`config.mk`:
```
export PLATFORM = sky130hd
export DESIGN_NAME = addsub_result_display
export DESIGN_NICKNAME = d
export VERILOG_FILES = /design/src/rtl/addsub_result_display_pkg.sv /design/src/rtl/addsub_result_display_seg7_decode.sv /design/src/rtl/addsub_result_display.sv
export SDC_FILE = /design/constraint.sdc
export NUM_CORES = 1
export LEC_CHECK = 0
export ABC_AREA = 1
export BUFFER_PORTS_ARGS = -buffer_cell sky130_fd_sc_hd__clkbuf_2
export CAP_MARGIN = 20
export CORE_UTILIZATION = 54
export CTS_CLUSTER_SIZE = 16
export DETAILED_ROUTE_END_ITERATION = 10
export PLACE_DENSITY = 0.76
export SLEW_MARGIN = 30
export SYNTH_ARGS = -nofsm -noshare
export SYNTH_HDL_FRONTEND = slang
export SYNTH_SLANG_ARGS = --single-unit
```
`constraint.sdc`:
```
create_clock -name clk -period 2 [get_ports clk]
set_input_delay 0.4 -clock clk [delete_from_list [all_inputs] [get_ports clk]]
set_output_delay 0.4 -clock clk [all_outputs]
set_load 0.02 [all_outputs]
```
`src/rtl/addsub_result_display_pkg.sv`:
```
// Shared types and constants for the adder/subtractor result display:
// controller states, 7-segment codes and the BCD correction helper.
package addsub_result_display_pkg;

    typedef enum logic [1:0] {
        ST_IDLE    = 2'd0,
        ST_CONVERT = 2'd1,
        ST_SHOW    = 2'd2
    } state_t;

    // Segment codes, bit order gfedcba, active-high
    localparam logic [6:0] SEG_D0    = 7'h3F;
    localparam logic [6:0] SEG_D1    = 7'h06;
    localparam logic [6:0] SEG_D2    = 7'h5B;
    localparam logic [6:0] SEG_D3    = 7'h4F;
    localparam logic [6:0] SEG_D4    = 7'h66;
    localparam logic [6:0] SEG_D5    = 7'h6D;
    localparam logic [6:0] SEG_D6    = 7'h7D;
    localparam logic [6:0] SEG_D7    = 7'h07;
    localparam logic [6:0] SEG_D8    = 7'h7F;
    localparam logic [6:0] SEG_D9    = 7'h6F;
    localparam logic [6:0] SEG_BLANK = 7'h00;
    localparam logic [6:0] SEG_MINUS = 7'h40;

    // One shift per input bit of the 5-bit value
    localparam int CONV_CYCLES = 5;

    typedef struct packed {
        logic       sign;
        logic [3:0] tens;
        logic [3:0] ones;
        logic       ovf;
    } disp_t;

    function automatic logic [3:0] bcd_add3(input logic [3:0] d);
        return (d >= 4'd5) ? d + 4'd3 : d;
    endfunction

endpackage

```
`src/rtl/addsub_result_display_seg7_decode.sv`:
```
// Combinational BCD digit to 7-segment decoder (gfedcba, active-high).
module seg7_decode
    import addsub_result_display_pkg::*;
(
    input  logic [3:0] digit,
    output logic [6:0] seg
);

    always_comb begin
        case (digit)
            4'd0:    seg = SEG_D0;
            4'd1:    seg = SEG_D1;
            4'd2:    seg = SEG_D2;
            4'd3:    seg = SEG_D3;
            4'd4:    seg = SEG_D4;
            4'd5:    seg = SEG_D5;
            4'd6:    seg = SEG_D6;
            4'd7:    seg = SEG_D7;
            4'd8:    seg = SEG_D8;
            4'd9:    seg = SEG_D9;
            default: seg = SEG_BLANK;
        endcase
    end

endmodule

```
`src/rtl/addsub_result_display.sv`:
```
// Captures a 4-bit add/sub result, converts it to BCD by double-dabble and
// scans sign/tens/ones onto a multiplexed 7-segment display.
module addsub_result_display
    import addsub_result_display_pkg::*;
#(
    parameter int unsigned REFRESH_DIV = 1000
) (
    input  logic       clk,
    input  logic       rst_n,
    input  logic       in_valid,
    output logic       in_ready,
    input  logic [3:0] mag,
    input  logic       cout_in,
    input  logic       neg,
    input  logic       ctrl,
    output logic [6:0] seg,
    output logic [2:0] an,
    output logic       ovf
);

    localparam logic [15:0] DIV_LAST  = 16'(REFRESH_DIV - 1);
    localparam logic [2:0]  CONV_LAST = 3'(CONV_CYCLES - 1);

    state_t      state_q, state_d;
    logic [2:0]  cnt_q, cnt_d;
    logic [4:0]  bin_q, bin_d;
    logic [3:0]  bcd_tens_q, bcd_tens_d;
    logic [3:0]  bcd_ones_q, bcd_ones_d;
    logic        pend_sign_q, pend_sign_d;
    logic        pend_ovf_q, pend_ovf_d;
    disp_t       disp_q, disp_d;
    logic        shown_q, shown_d;
    logic [15:0] pre_q, pre_d;
    logic [1:0]  dig_q, dig_d;

    logic        xfer;
    logic [12:0] dd_vec;
    logic [12:0] dd_shift;
    logic [3:0]  dec_digit;
    logic [6:0]  dec_seg;

    assign in_ready = (state_q != ST_CONVERT);
    assign xfer     = in_valid && in_ready;

    // Add-3 correction then shift one binary bit into the BCD pair
    assign dd_vec   = {bcd_add3(bcd_tens_q), bcd_add3(bcd_ones_q), bin_q};
    assign dd_shift = dd_vec << 1;

    always_comb begin
        state_d     = state_q;
        cnt_d       = cnt_q;
        bin_d       = bin_q;
        bcd_tens_d  = bcd_tens_q;
        bcd_ones_d  = bcd_ones_q;
        pend_sign_d = pend_sign_q;
        pend_ovf_d  = pend_ovf_q;
        disp_d      = disp_q;
        shown_d     = shown_q;
        case (state_q)
            ST_IDLE, ST_SHOW: begin
                if (xfer) begin
                    state_d     = ST_CONVERT;
                    cnt_d       = 3'd0;
                    bin_d       = ctrl ? {1'b0, mag} : {cout_in, mag};
                    bcd_tens_d  = 4'd0;
                    bcd_ones_d  = 4'd0;
                    pend_sign_d = ctrl & neg;
                    pend_ovf_d  = ~ctrl & cout_in;
                end
            end
            ST_CONVERT: begin
                bcd_tens_d = dd_shift[12:9];
                bcd_ones_d = dd_shift[8:5];
                bin_d      = dd_shift[4:0];
                cnt_d      = cnt_q + 3'd1;
                if (cnt_q == CONV_LAST) begin
                    state_d = ST_SHOW;
                    disp_d  = '{sign: pend_sign_q, tens: dd_shift[12:9],
                                ones: dd_shift[8:5], ovf: pend_ovf_q};
                    shown_d = 1'b1;
                end
            end
            default: state_d = ST_IDLE;
        endcase
    end

    always_comb begin
        pre_d = pre_q + 16'd1;
        dig_d = dig_q;
        if (pre_q == DIV_LAST) begin
            pre_d = 16'd0;
            dig_d = (dig_q == 2'd2) ? 2'd0 : dig_q + 2'd1;
        end
    end

    always_ff @(posedge clk) begin
        if (!rst_n) begin
            state_q     <= ST_IDLE;
            cnt_q       <= 3'd0;
            bin_q       <= 5'd0;
            bcd_tens_q  <= 4'd0;
            bcd_ones_q  <= 4'd0;
            pend_sign_q <= 1'b0;
            pend_ovf_q  <= 1'b0;
            disp_q      <= '0;
            shown_q     <= 1'b0;
            pre_q       <= 16'd0;
            dig_q       <= 2'd0;
        end else begin
            state_q     <= state_d;
            cnt_q       <= cnt_d;
            bin_q       <= bin_d;
            bcd_tens_q  <= bcd_tens_d;
            bcd_ones_q  <= bcd_ones_d;
            pend_sign_q <= pend_sign_d;
            pend_ovf_q  <= pend_ovf_d;
            disp_q      <= disp_d;
            shown_q     <= shown_d;
            pre_q       <= pre_d;
            dig_q       <= dig_d;
        end
    end

    assign dec_digit = (dig_q == 2'd1) ? disp_q.tens : disp_q.ones;

    seg7_decode u_dec (
        .digit (dec_digit),
        .seg   (dec_seg)
    );

    always_comb begin
        case (dig_q)
            2'd1:    an = 3'b010;
            2'd2:    an = 3'b100;
            default: an = 3'b001;
        endcase
        seg = SEG_BLANK;
        if (shown_q) begin
            case (dig_q)
                2'd0:    seg = dec_seg;
                2'd1:    seg = (disp_q.tens == 4'd0) ? SEG_BLANK : dec_seg;
                2'd2:    seg = disp_q.sign ? SEG_MINUS : SEG_BLANK;
                default: seg = SEG_BLANK;
            endcase
        end
    end

    assign ovf = disp_q.ovf;

endmodule

```
==> After elaboration in Yosys (flattened, before gate mapping) <==
Memories as Yosys holds them, arrays and structs flattened.
Cells that the tools add are included.
W data, S select, Z words.
{ "word_totals": {"mem_count": 1, "mem_bits_ro": 112, "ff_bits": 49} }
{ "op_classes": {"n_addsub": 5, "n_lt_le_gt_ge": 2, "n_bitwise": 4, "n_eq_ne": 9, "reduce_logical": 11, "n_mux": 20} }
{ "mem_list": {"columns": ["name", "depth", "word_bits", "read_ports", "rd_ports_with_merged_regs", "write_ports", "line", "source"], "rows": [
  ["(no name shown)", 16, 7, 1, 0, 0, "addsub_result_display_seg7_decode.sv:10", "case (digit)"]
]} }
{ "op_table": {"columns": ["cell", "n"], "rows": [
  ["$mux W7", 3],
  ["$pmux W7 S3", 1],
  ["$add A16 B1 Y16 const B", 1],
  ["$eq A16 B10 Y1 const B", 1],
  ["$pmux W4 S2", 2],
  ["$mux W4", 3],
  ["$pmux W3 S2", 2],
  ["$mux W5", 2],
  ["$pmux W5 S2", 1],
  ["$ge A4 B3 Y1 const B", 2],
  ["$reduce_and A2 Y1", 4],
  ["$mux W2", 3],
  ["$mux W3", 2],
  ["$add A4 B2 Y4 const B", 1],
  ["$eq A2 B1 Y1 const B", 2],
  ["$eq A2 B2 Y1 const B", 2],
  ["$logic_not A2 Y1", 2],
  ["$logic_not A4 Y1", 1],
  ["$ne A2 B2 Y1 const B", 2],
  ["$pmux W2 S2", 1],
  ["$reduce_or A2 Y1", 2],
  ["$add A3 B1 Y3 const B", 1],
  ["$add A3 B2 Y3 const B", 1],
  ["$eq A3 B3 Y1 const B", 1],
  ["other kinds (6)", 8]
]} }

==> Logic depth before layout (Yosys ltp) <==
Gate-level depths: netlist of run 1.
An unclocked memory read counts as a cell.
{ "depth": {"ltp_word": 6, "mapped_depth": 12} }

==> Modules after synthesis <==
A second synthesis of run 1 with hierarchy kept.
{ "hier_totals": {"cells_unflattened": 406, "hier_area_um2": 2773.9} }
{ "by_module_without_submodules": {"columns": ["mod", "cells_each", "area_per_inst_um2", "instances"], "rows": [
  ["addsub_result_display", 367, 2563.7, 1],
  ["seg7_decode", 39, 210.2, 1]
]} }

==> Least setup slack after synthesis of run 1 <==
No wires, ideal clock.
{ "synth_path": {"path_type": "reg2out", "startpoint": "register dig_q[1]", "endpoint": "output seg[3]", "arrival_ns": 1.915, "path_buffers": 1, "stages_incl_launch_ff": 12, "setup_slack_ns": -0.315, "path_cell_list": "dfxtp_1 inv_1 ha_1 buf_6 inv_2 nand2_1 nand2_1 inv_1 ha_1 nor2_1 nor2_1 nor2_1"} }
{ "synth_between": {"elab_chain_cells": 6, "word_cells_on_any_way": 8, "classes_between": "2 x eq/ne; 4 x mux; 1 x reduce/logical; 1 x memory"} }
{ "synth_lines": {"columns": ["element", "line", "source"], "rows": [
  ["start: declaration", "addsub_result_display.sv:34", "logic [1:0] dig_q, dig_d;"],
  ["start signal: assignment", "addsub_result_display.sv:120", "dig_q <= dig_d;"],
  ["$eq A2 B1 Y1", "addsub_result_display.sv:124, addsub_result_display.sv:139", null],
  ["$mux W4", "addsub_result_display.sv:124", "assign dec_digit = (dig_q == 2'd1) ? disp_q.tens : disp_q.ones;"],
  ["$mem_v2 Z16 W7", null, null],
  ["$mux W7", "addsub_result_display.sv:141", "2'd1: seg = (disp_q.tens == 4'd0) ? SEG_BLANK : dec_seg;"],
  ["$pmux W7 S3 (*)", "addsub_result_display.sv:139", "case (dig_q)"],
  ["$mux W7 (*)", "addsub_result_display.sv:138", "if (shown_q) begin"],
  ["end: declaration", "addsub_result_display.sv:16", "output logic [6:0] seg,"]
]} }
Every way passes the cells marked *; elsewhere a longest branch is shown, timed or not.

==> Worst setup path in the final report of run 1 <==
{ "layout_path": {"startpoint": "register dig_q[1]", "endpoint": "output seg[4]"} }
The elaborated chain is that of the path after synthesis.

==> impl_metrics.json, run 1 <==
{
  "status": "finished with violations",
  "failed_checks": "setup timing",
  "die-area_sq_um": 5390,
  "initial_core_util": 0.572,
  "cp_cell_sequence": "inv_2 -> ha_4 -> inv_6 -> nand2_4 -> nand2_4 -> buf_4 -> ha_4 -> inv_1 -> nand2_1 -> nand3_2 -> a21oi_2 -> clkbuf_8",
  "dr.pass1.iters": 4,
  "synthXorXnorAreaFrac": 0.0127,
  "cts_tree": "built",
  "busiest_layer": "met2",
  "die_h_um": 73.4,
  "setup_violations": 7,
  "grt_pass1_wl_mm": 10.1,
  "grt_pass1_vias": 2383,
  "finalNetCount": 460,
  "period_needed_ns": 2.25,
  "cts_buffer_depth": 2,
  "path_class": "reg2out",
  "syn_avg_cell_area_sq_um": 6.89,
  "synth-adder-area-share": 0.0772,
  "synth-simple-area-share": 0.328,
  "grt_use_met2": 0.429,
  "rsz0062_at_grt": "yes",
  "setup_slack_ns": -0.248,
  "grt_use_met3": 0.0412,
  "fmax_ghz": 0.445,
  "grt_max_degree": 17,
  "cts_sinks": 49,
  "synth_top_family_by_area": "simple AND/OR/NAND/NOR gates",
  "drive_above_1_share": 0.242,
  "numCtsBuffers": 5,
  "clkTransAtPathRegs_ns": 0.09,
  "critPathCaptureType": "primary output",
  "fin_crit_sh": 1.12,
  "finalMaxSlewViolations": 0,
  "routedWlPerCell_um": 11.7,
  "synth_compound_area_frac": 0.119,
  "grt_use_total": 0.240,
  "crit_arrival_ns": 1.85,
  "critPathSlowestCell": "dfxtp_2",
  "critPathBufInv": 5,
  "timing.critical_path.max_delay_family": "buffers and inverters",
  "yosysSeqAreaShare": 0.356,
  "crit_fanout": 5,
  "syn_to_final_growth_pct": 20.6,
  "tightest_slew_ns": 0.394,
  "post-route-util": 0.690,
  "routed_wl_mm": 5.84,
  "postCtsHoldBufs": 0,
  "syn_nets": 427,
  "ant_nets": 0,
  "powerDensity_nw_per_um2": 525,
  "maxSlewHeadroom": 0.737,
  "dp_hpwl_mm": 3.97,
  "portBuffers": 21,
  "die_x_um": 73.4,
  "p_leak_uw": 0.00138,
  "vias": 2515,
  "cpPeakStageDelay_ns": 0.34,
  "rows": 25,
  "cap_violations": 0,
  "syn_inst": 400,
  "root_buffer": "clkbuf_8",
  "hp-class": "in2reg",
  "synthDistinctLibCells": 32,
  "hold_viol": 0,
  "core_sq_um": 4820,
  "crit_required_ns": 1.60,
  "antenna_found_initial": 0,
  "drtIter0Drc": 162,
  "drc_errors": 0,
  "synthMuxAreaShare": 0,
  "tns_ns": -1.44,
  "irDropWorstVdd_uv": 445,
  "clock_latency_ns": 0.30,
  "viasPerCell": 5.02,
  "use_met1": 0.293,
  "yosysWarningCount": 0,
  "critPathLaunchType": "flip-flop",
  "gp_congestion": 0.871,
  "synth_area_sq_um": 2760,
  "h-tree-depth": 2,
  "io_pins": 22,
  "grt_overflow_total": 0,
  "diodes": 0,
  "skew_ns": 0.00364,
  "synth_seq_cells": 49
}
==> worst reg2reg max path: stages (launching register included) <==
cell	delay (ns)
dfxtp_1	0.38
ha_1	0.23
inv_1	0.06
nor2_1	0.12
nand2_1	0.08
nor2_2	0.14
nand2_2	0.09
nand2_4	0.20
a21oi_1	0.07
==> where the power goes <==
| part | switching (uW) | internal [uW] | leakage, uW |
|---|---|---|---|
| Sequential | 15.2 | 994 | 0.000398 |
| Clock | 313 | 313 | 0.0000542 |
| Combinational | 72.2 | 37.1 | 0.000930 |
==> worst paths after layout <==
check | slack (ns) | from | cells after the start | end
worst min-delay path | 0.33 | mag[0] | 3 | bin_q[0]
worst max-delay path | -0.25 | dig_q[1] | 12 | seg[4]
worst max register to register | 0.52 | pre_q[0] | 8 | pre_q[11]
worst min register to register | 0.47 | bcd_tens_q[1] | 2 | bcd_tens_q[1]
==> through the flow <==
step           hold slack (ns)  instance area [sq um]  setup slack, ns  std cells  power, uW
3_5_place_dp             0.448                   2960          -0.0131        486       1140
3_3_place_gp             0.440                   2960          0.00870        486       1140
5_1_grt                  0.339                   3320           -0.343        501       1830
4_1_cts                  0.326                   3260           -0.187        499       1760
2_1_floorplan            0.428                   2790          -0.0433        400       1120
6_report                 0.332                   3320           -0.248        501       1740
==> layout by cell type (no fill, tap or decap), types with 2 or more instances in the layout <==
| master | count |
|---|---|
| nand2_1 | 86 |
| inv_1 | 55 |
| dfxtp_1 | 47 |
| nor2_1 | 42 |
| a21oi_1 | 28 |
| nand3_1 | 20 |
| nor2_2 | 17 |
| o21ai_0 | 16 |
| clkbuf_2 | 14 |
| buf_4 | 14 |
| ha_1 | 12 |
| clkbuf_8 | 12 |
| nand2_2 | 9 |
| nand2_4 | 8 |
| nand4_1 | 8 |
| nand3b_1 | 5 |
| a21oi_2 | 5 |
| ha_4 | 4 |
| o221ai_1 | 3 |
| xnor2_1 | 3 |
| inv_2 | 2 |
| inv_4 | 2 |
| o21ai_2 | 2 |
| nor2_4 | 2 |
| clkinv_2 | 2 |
| buf_6 | 2 |
==> synth_stat cells <==
master    number  share of area
nor2_1        49          0.067
nor2_4         1         0.0041
or2_2          1         0.0023
clkbuf_1       3         0.0041
buf_6          1         0.0041
xor2_1         1         0.0032
inv_2          2         0.0027
buf_4          1         0.0027
buf_12         1         0.0073
a21oi_1       30          0.054
a21oi_2        4          0.013
nor2b_4        1         0.0050
o21ai_2        2         0.0064
nand3b_1       5          0.014
xnor2_1        3         0.0095
nand2_2        9          0.020
o211ai_1       1         0.0027
buf_2          3         0.0054
nand3_1       21          0.038
nand2_1       93           0.13
o221ai_1       3         0.0095
nand4_1        8          0.018
ha_1          17          0.077
nor2_2        11          0.025
or2_0          1         0.0023
nand2_4        1         0.0041
o21ai_0       17          0.031
a31oi_1        1         0.0023
dfxtp_1       49           0.36
inv_1         58          0.079
clkinv_2       1         0.0018
nor3_1         1         0.0018
==> flip-flops by register name, summed over array words and instances (netlist names) <==
register	count
state_q	2
bcd_tens_q	4
bin_q	5
shown_q	1
dig_q	2
ovf	1
pend_ovf_q	1
pre_q	16
cnt_q	3
pend_sign_q	1
bcd_ones_q	4
disp_q	9
==> cells by family after synthesis <==
logic type | count (synthesis)
xor gates and xnor gates | 4
AOI/OAI and AO/OA | 58
DFF | 49
buffers and inverters | 70
adders and majority gates | 17
and+or+nand+nor | 202
==> layout make-up <==
| cell class | instances | area [sq um] |
|---|---|---|
| Tap cell | 67 | 83.8 |
| Sequential cell | 49 | 986 |
| Fill cell | 407 | 1490 |
| Inverter | 61 | 240 |
| Timing Repair Buffer | 35 | 267 |
| Clock inverter | 1 | 5.00 |
| Clock buffer | 7 | 96.3 |
| Multi-Input combinational cell | 281 | 1650 |
==> layer usage <==
| layer | part of all wire | wire [um] |
|---|---|---|
| met4 | 0.014 | 84 |
| met5 | 0 | 0 |
| met1 | 0.45 | 2650 |
| met3 | 0.043 | 250 |
| met2 | 0.49 | 2860 |
==> what timing repair did <==
| action | 4_1_cts | 5_1_grt |
|---|---|---|
| buffers inserted | 5 | 2 |
| pin swaps | 18 | 9 |
| hold endpoints to repair | 0 | 0 |
| endpoints found under the setup margin | 7 | 7 |
| resized for setup | 39 | 13 |
(Power assumes the default switching activity.)
==> run 2: changes to the inputs <==
--- a/config.mk
+++ b/config.mk
@@ -15,4 +15,5 @@
 export SLEW_MARGIN = 30
 export SYNTH_ARGS = -nofsm -noshare
 export SYNTH_HDL_FRONTEND = slang
+export SYNTH_HIERARCHICAL = 1
 export SYNTH_SLANG_ARGS = --single-unit
==> impl_metrics.json, run 2 <==
{
  "grt_pass1_vias": 2252,
  "hold_viol": 0,
  "clkTransAtPathRegs_ns": 0.09,
  "synth_area_sq_um": 2770,
  "grt_use_total": 0.233,
  "critPathCaptureType": "primary output",
  "syn_to_final_growth_pct": 18.9,
  "critPathLaunchType": "flip-flop",
  "dr.pass1.iters": 4,
  "largest_reg_flops": 16,
  "top_register": "pre_q",
  "period_needed_ns": 2.35,
  "fin_area_sq_um": 3300,
  "irDropWorstVdd_uv": 494,
  "crit_required_ns": 1.60,
  "rows": 25,
  "numCtsBuffers": 5,
  "fmax_ghz": 0.426,
  "cp_cell_sequence": "inv_2 -> ha_4 -> nand2_4 -> o21ai_4 -> inv_2 -> buf_4 -> ha_2 -> nand2_2 -> nand2_1 -> nand2_1 -> nand2_1 -> nand2_1 -> nor2_2 -> clkbuf_8",
  "cap_violations": 0,
  "skew_ns": 0.00886,
  "failed_checks": "setup timing",
  "r2r_slack_ns": 0.64,
  "drc_errors": 0,
  "synthDistinctLibCells": 34,
  "setup_violations": 7,
  "vias": 2532,
  "cts_buffer_depth": 2,
  "finalMaxSlewViolations": 0,
  "die_h_um": 73.7,
  "syn_avg_cell_area_sq_um": 6.83,
  "tightest_slew_ns": 0.461,
  "diodes": 0,
  "setup_slack_ns": -0.346,
  "rsz0062_at_grt": "yes",
  "hold_path_depth": 3,
  "routedWlPerCell_um": 11.0,
  "endpoint": "seg[5]",
  "r2r_start": "bcd_ones_q[0]",
  "h-tree-depth": 2,
  "grt_overflow_total": 0,
  "rr_worst_depth": 10,
  "cts_sinks": 49,
  "clock_latency_ns": 0.30,
  "io_pins": 22,
  "placed_cell_area_sq_um": 3040,
  "yosysWarningCount": 6,
  "synth_top_area_share": 0.354,
  "synth_common_cells": "118 x nand2_1, 52 x inv_1, 49 x dfxtp_1",
  "ant_nets": 0,
  "synth_most_common_cell": "nand2_1",
  "layout_commonest_cell": "nand2_1",
  "cpPeakStageDelay_ns": 0.33,
  "startpoint": "dig_q[1]",
  "synth_top_cell_by_area": "dfxtp_1",
  "timing.critical_path.max_delay_family": "buffers and inverters",
  "status": "finished with violations",
  "finalNetCount": 466,
  "routed_wl_mm": 5.57,
  "tns_ns": -2.17,
  "hold_slack_ns": 0.326,
  "syn_inst": 406,
  "initial_core_util": 0.576,
  "p_leak_uw": 0.00151,
  "crit_fanout": 8,
  "root_buffer": "clkbuf_8",
  "critical_path_depth": 14,
  "portBuffers": 21,
  "reg_top3": "pre_q: 16 flops, disp_q: 9 flops, bin_q: 5 flops",
  "critPathSlowestCell": "dfxtp_2",
  "syn_nets": 435,
  "drive_above_1_share": 0.233,
  "crit_arrival_ns": 1.95,
  "synth_area_leaders": "dfxtp_1 35%, nand2_1 16%, ha_1 8.6%, inv_1 7.0%, a21oi_1 5.6%",
  "synthArstFlopShare": 0,
  "dp_hpwl_mm": 4.08,
  "path_class": "reg2out",
  "antenna_found_initial": 0,
  "cpMostUsedCell": "nand2_1",
  "grt_pass1_wl_mm": 9.76,
  "r2r_end": "disp_q[3]",
  "yosysSeqAreaShare": 0.354,
  "viasPerCell": 5.01,
  "grt_max_degree": 26,
  "core_sq_um": 4820,
  "cts_tree": "built",
  "synth_seq_cells": 49,
  "mostFrequentLayoutCells": "107 x nand2_1, 47 x inv_1, 47 x dfxtp_1, 35 x nor2_1, 31 x a21oi_1",
  "die-area_sq_um": 5430,
  "ys.flop_type": "dfxtp_1",
  "fin_crit_sh": 1.17,
  "critPathBufInv": 4,
  "drtIter0Drc": 81,
  "hp-class": "in2reg",
  "synth_edf_count": 0,
  "maxSlewHeadroom": 0.692,
  "powerDensity_nw_per_um2": 507,
  "gp_congestion": 0.812,
  "die_x_um": 73.7
}
==> run 2: cell types whose count changed after synthesis, sizes merged, moves of 3 or more <==
cell / before / now
nand2: 103 / 127
nor2: 61 / 45
a31oi: 1 / 4
nand3b: 5 / 2
nand4: 8 / 5
o221ai: 3 / 0
==> run 2: layout make-up <==
type	count	area, sq um
Clock buffer	6	72.6
Clock inverter	2	10.0
Fill cell	434	1520
Inverter	63	239
Multi-Input combinational cell	286	1660
Sequential cell	49	983
Tap cell	67	83.8
Timing Repair Buffer	32	253
==> run 2: power breakdown <==
part,internal [uW],switching (uW)
clock network,243,315
registers,994,14.5
logic,32.2,73.3
total,1270,403
==> run 2: layer usage <==
layer	wire, um	global-route usage	vias to the layer above
met4	74	0.0769	0
met2	2650	0.393	42
met5	0	0	-
met3	199	0.0412	7
met1	2640	0.301	1148
li1	-	-	1335
==> run 2: how the worst min path moves through the flow <==
stage	start	end	slack (ns)
global route	mag[0]	bin_q[0]	0.32
detailed placement	pre_q[0]	pre_q[0]	0.45
CTS	mag[0]	bin_q[0]	0.32
global placement	pre_q[0]	pre_q[0]	0.44
finish	mag[0]	bin_q[0]	0.33
floorplan	pre_q[0]	pre_q[0]	0.43
==> run 2: cells by family after synthesis <==
kind of cell | share of synthesized area
xor+xnor | 0.0158
buf+inv | 0.107
simple gates | 0.321
mux | 0.00406
flops | 0.354
fa+ha+maj | 0.0857
compound gates | 0.113
==> run 2: per-stage QoR <==
step / utilization / worst slack, ns / total power (uW) / std cells
floorplan: - / -0.0670 / 1110 / 406
global placement: 0.631 / -0.0302 / 1130 / 493
detailed placement: 0.631 / -0.104 / 1140 / 493
CTS: 0.668 / -0.368 / 1690 / 504
global route: 0.685 / -0.458 / 1750 / 505
finish: 0.685 / -0.346 / 1670 / 505
==> run 2: what timing repair did <==
action,in CTS,in global routing
setup endpoints to repair,7,7
gates resized for setup,16,23
pin swaps,5,5
setup buffers,3,1
gates cloned,0,0
hold buffers,0,0
==> run 2: worst reg2reg max path, delay by kind of cell (launching register included) <==
kind | cells | cell delay, ns
fa+ha+maj | 1 | 0.23
buf+inv | 2 | 0.11
simple gates | 7 | 0.51
flops | 1 | 0.41
==> run 3: changes to the inputs <==
--- a/config.mk
+++ b/config.mk
@@ -11,7 +11,9 @@
 export CORE_UTILIZATION = 54
 export CTS_CLUSTER_SIZE = 16
 export DETAILED_ROUTE_END_ITERATION = 10
+export GPL_TIMING_DRIVEN = 1
 export PLACE_DENSITY = 0.76
+export REMOVE_ABC_BUFFERS = 1
 export SLEW_MARGIN = 30
 export SYNTH_ARGS = -nofsm -noshare
 export SYNTH_HDL_FRONTEND = slang
==> impl_metrics.json, run 3 (synthesis gave the netlist of run 2 again) <==
{
  "status": "finished with violations",
  "failed_checks": "setup timing",
  "cpPeakStageDelay_ns": 0.33,
  "hold_viol": 0,
  "finalPower_uw": 1700,
  "setup_violations": 7,
  "largest_reg_flops": 16,
  "critPathSlowestCell": "dfxtp_2",
  "routed_wl_mm": 5.78,
  "r2r_slack_ns": 0.57,
  "h-tree-depth": 2,
  "routedWlPerCell_um": 11.4,
  "grt_pass1_vias": 2295,
  "portBuffers": 21,
  "irDropWorstVdd_uv": 438,
  "clock_latency_ns": 0.30,
  "die_x_um": 73.7,
  "grt_overflow_total": 0,
  "initial_core_util": 0.576,
  "reg_top3": "pre_q: 16 flops, disp_q: 9 flops, bin_q: 5 flops",
  "die_h_um": 73.7,
  "grt_use_total": 0.235,
  "critPathLaunchType": "flip-flop",
  "root_buffer": "clkbuf_8",
  "hp-class": "in2reg",
  "ant_nets": 0,
  "viasPerCell": 4.95,
  "top_register": "pre_q",
  "grt_pass1_wl_mm": 9.87,
  "setup_slack_ns": -0.383,
  "crit_fanout": 8,
  "finalMaxSlewViolations": 0,
  "diodes": 0,
  "finalNetCount": 471,
  "cts_buffer_depth": 2,
  "drc_errors": 0,
  "mostFrequentLayoutCells": "109 x nand2_1, 49 x inv_1, 47 x dfxtp_1, 41 x nor2_1, 31 x a21oi_1",
  "layout_commonest_cell": "nand2_1",
  "dr.pass1.iters": 4,
  "cpMostUsedCell": "nand3_2",
  "fmax_ghz": 0.420,
  "skew_ns": 0.0100,
  "tightest_slew_ns": 0.457,
  "cts_tree": "built",
  "crit_arrival_ns": 1.98,
  "numCtsBuffers": 5,
  "cap_violations": 0,
  "drtIter0Drc": 93,
  "drive_above_1_share": 0.208,
  "dpl_worst_slack_ns": -0.294,
  "antenna_found_initial": 0,
  "io_pins": 22,
  "hold_slack_ns": 0.335,
  "gp_congestion": 0.823,
  "fin_crit_sh": 1.19,
  "crit_required_ns": 1.60,
  "vias": 2520,
  "path_class": "reg2out",
  "tns_ns": -2.49,
  "clkTransAtPathRegs_ns": 0.08,
  "period_needed_ns": 2.38,
  "die-area_sq_um": 5430,
  "rsz0062_at_grt": "yes",
  "syn_to_final_growth_pct": 17.5,
  "powerDensity_nw_per_um2": 522,
  "postCtsHoldBufs": 0,
  "cp_cell_sequence": "inv_2 -> ha_4 -> buf_6 -> mux2_4 -> inv_4 -> nand2_2 -> nand2_4 -> nand3_2 -> nand3_2 -> nand2_1 -> inv_1 -> clkbuf_8",
  "critPathCaptureType": "primary output",
  "dp_hpwl_mm": 4.08,
  "grt_max_degree": 26,
  "p_leak_uw": 0.00153,
  "core_sq_um": 4820,
  "maxSlewHeadroom": 0.695,
  "rows": 25,
  "cts_sinks": 49
}
-- run 3: final timing paths --
kind / from / endpoint / cells after the start
hold / removal: mag[0] / bin_q[0] / 3
hold reg to reg: bin_q[0] / bin_q[0] / 2
setup reg to reg: bcd_ones_q[0] / disp_q[2] / 10
setup / recovery: dig_q[1] / seg[6] / 12
-- run 3: where the power goes --
group	internal, uW	leakage [uW]	switching (uW)	total (uW)
clock	275	0.0000443	314	590
combinational	32.4	0.00109	71.7	104
sequential	994	0.000398	14.2	1010
-- run 3: worst max-delay path: cells and delay by family, from the launching register on --
| family | cells | cell delay (ns) |
|---|---|---|
| buf+inv | 5 | 0.47 |
| simple gates | 5 | 0.34 |
| flops | 1 | 0.33 |
| mux | 1 | 0.32 |
| fa+ha+maj | 1 | 0.24 |
-- run 3: per-stage QoR --
stage / cell area [sq um] / util / instances
after floorplan: 2710 / - / 398
after CTS: 3220 / 0.669 / 509
after global routing: 3260 / 0.676 / 509
after global placement: 3020 / 0.627 / 502
final: 3260 / 0.676 / 509
after detailed placement: 3020 / 0.627 / 502
-- run 3: metal layers --
metal	part of all wire	track usage	routed length [um]
met1	0.48	0.302	2760
met2	0.46	0.401	2690
met3	0.041	0.0453	236
met4	0.017	0.0684	99
met5	0	0	0
-- run 3: timing repair --
| action | in CTS | in global routing |
|---|---|---|
| resized for setup | 35 | 18 |
| setup buffers | 2 | 0 |
| pin swaps | 7 | 12 |
| gates cloned | 0 | 0 |
| endpoints found under the setup margin | 7 | 7 |
-- run 3: cell type report --
cell class              instances  area, sq um
clock buffers                   7         86.3
fillers                       441         1560
inverters                      63          241
multi-input cells             286         1600
flip-flops and latches         49          983
well taps                      67         83.8
repair buffers                 37          268
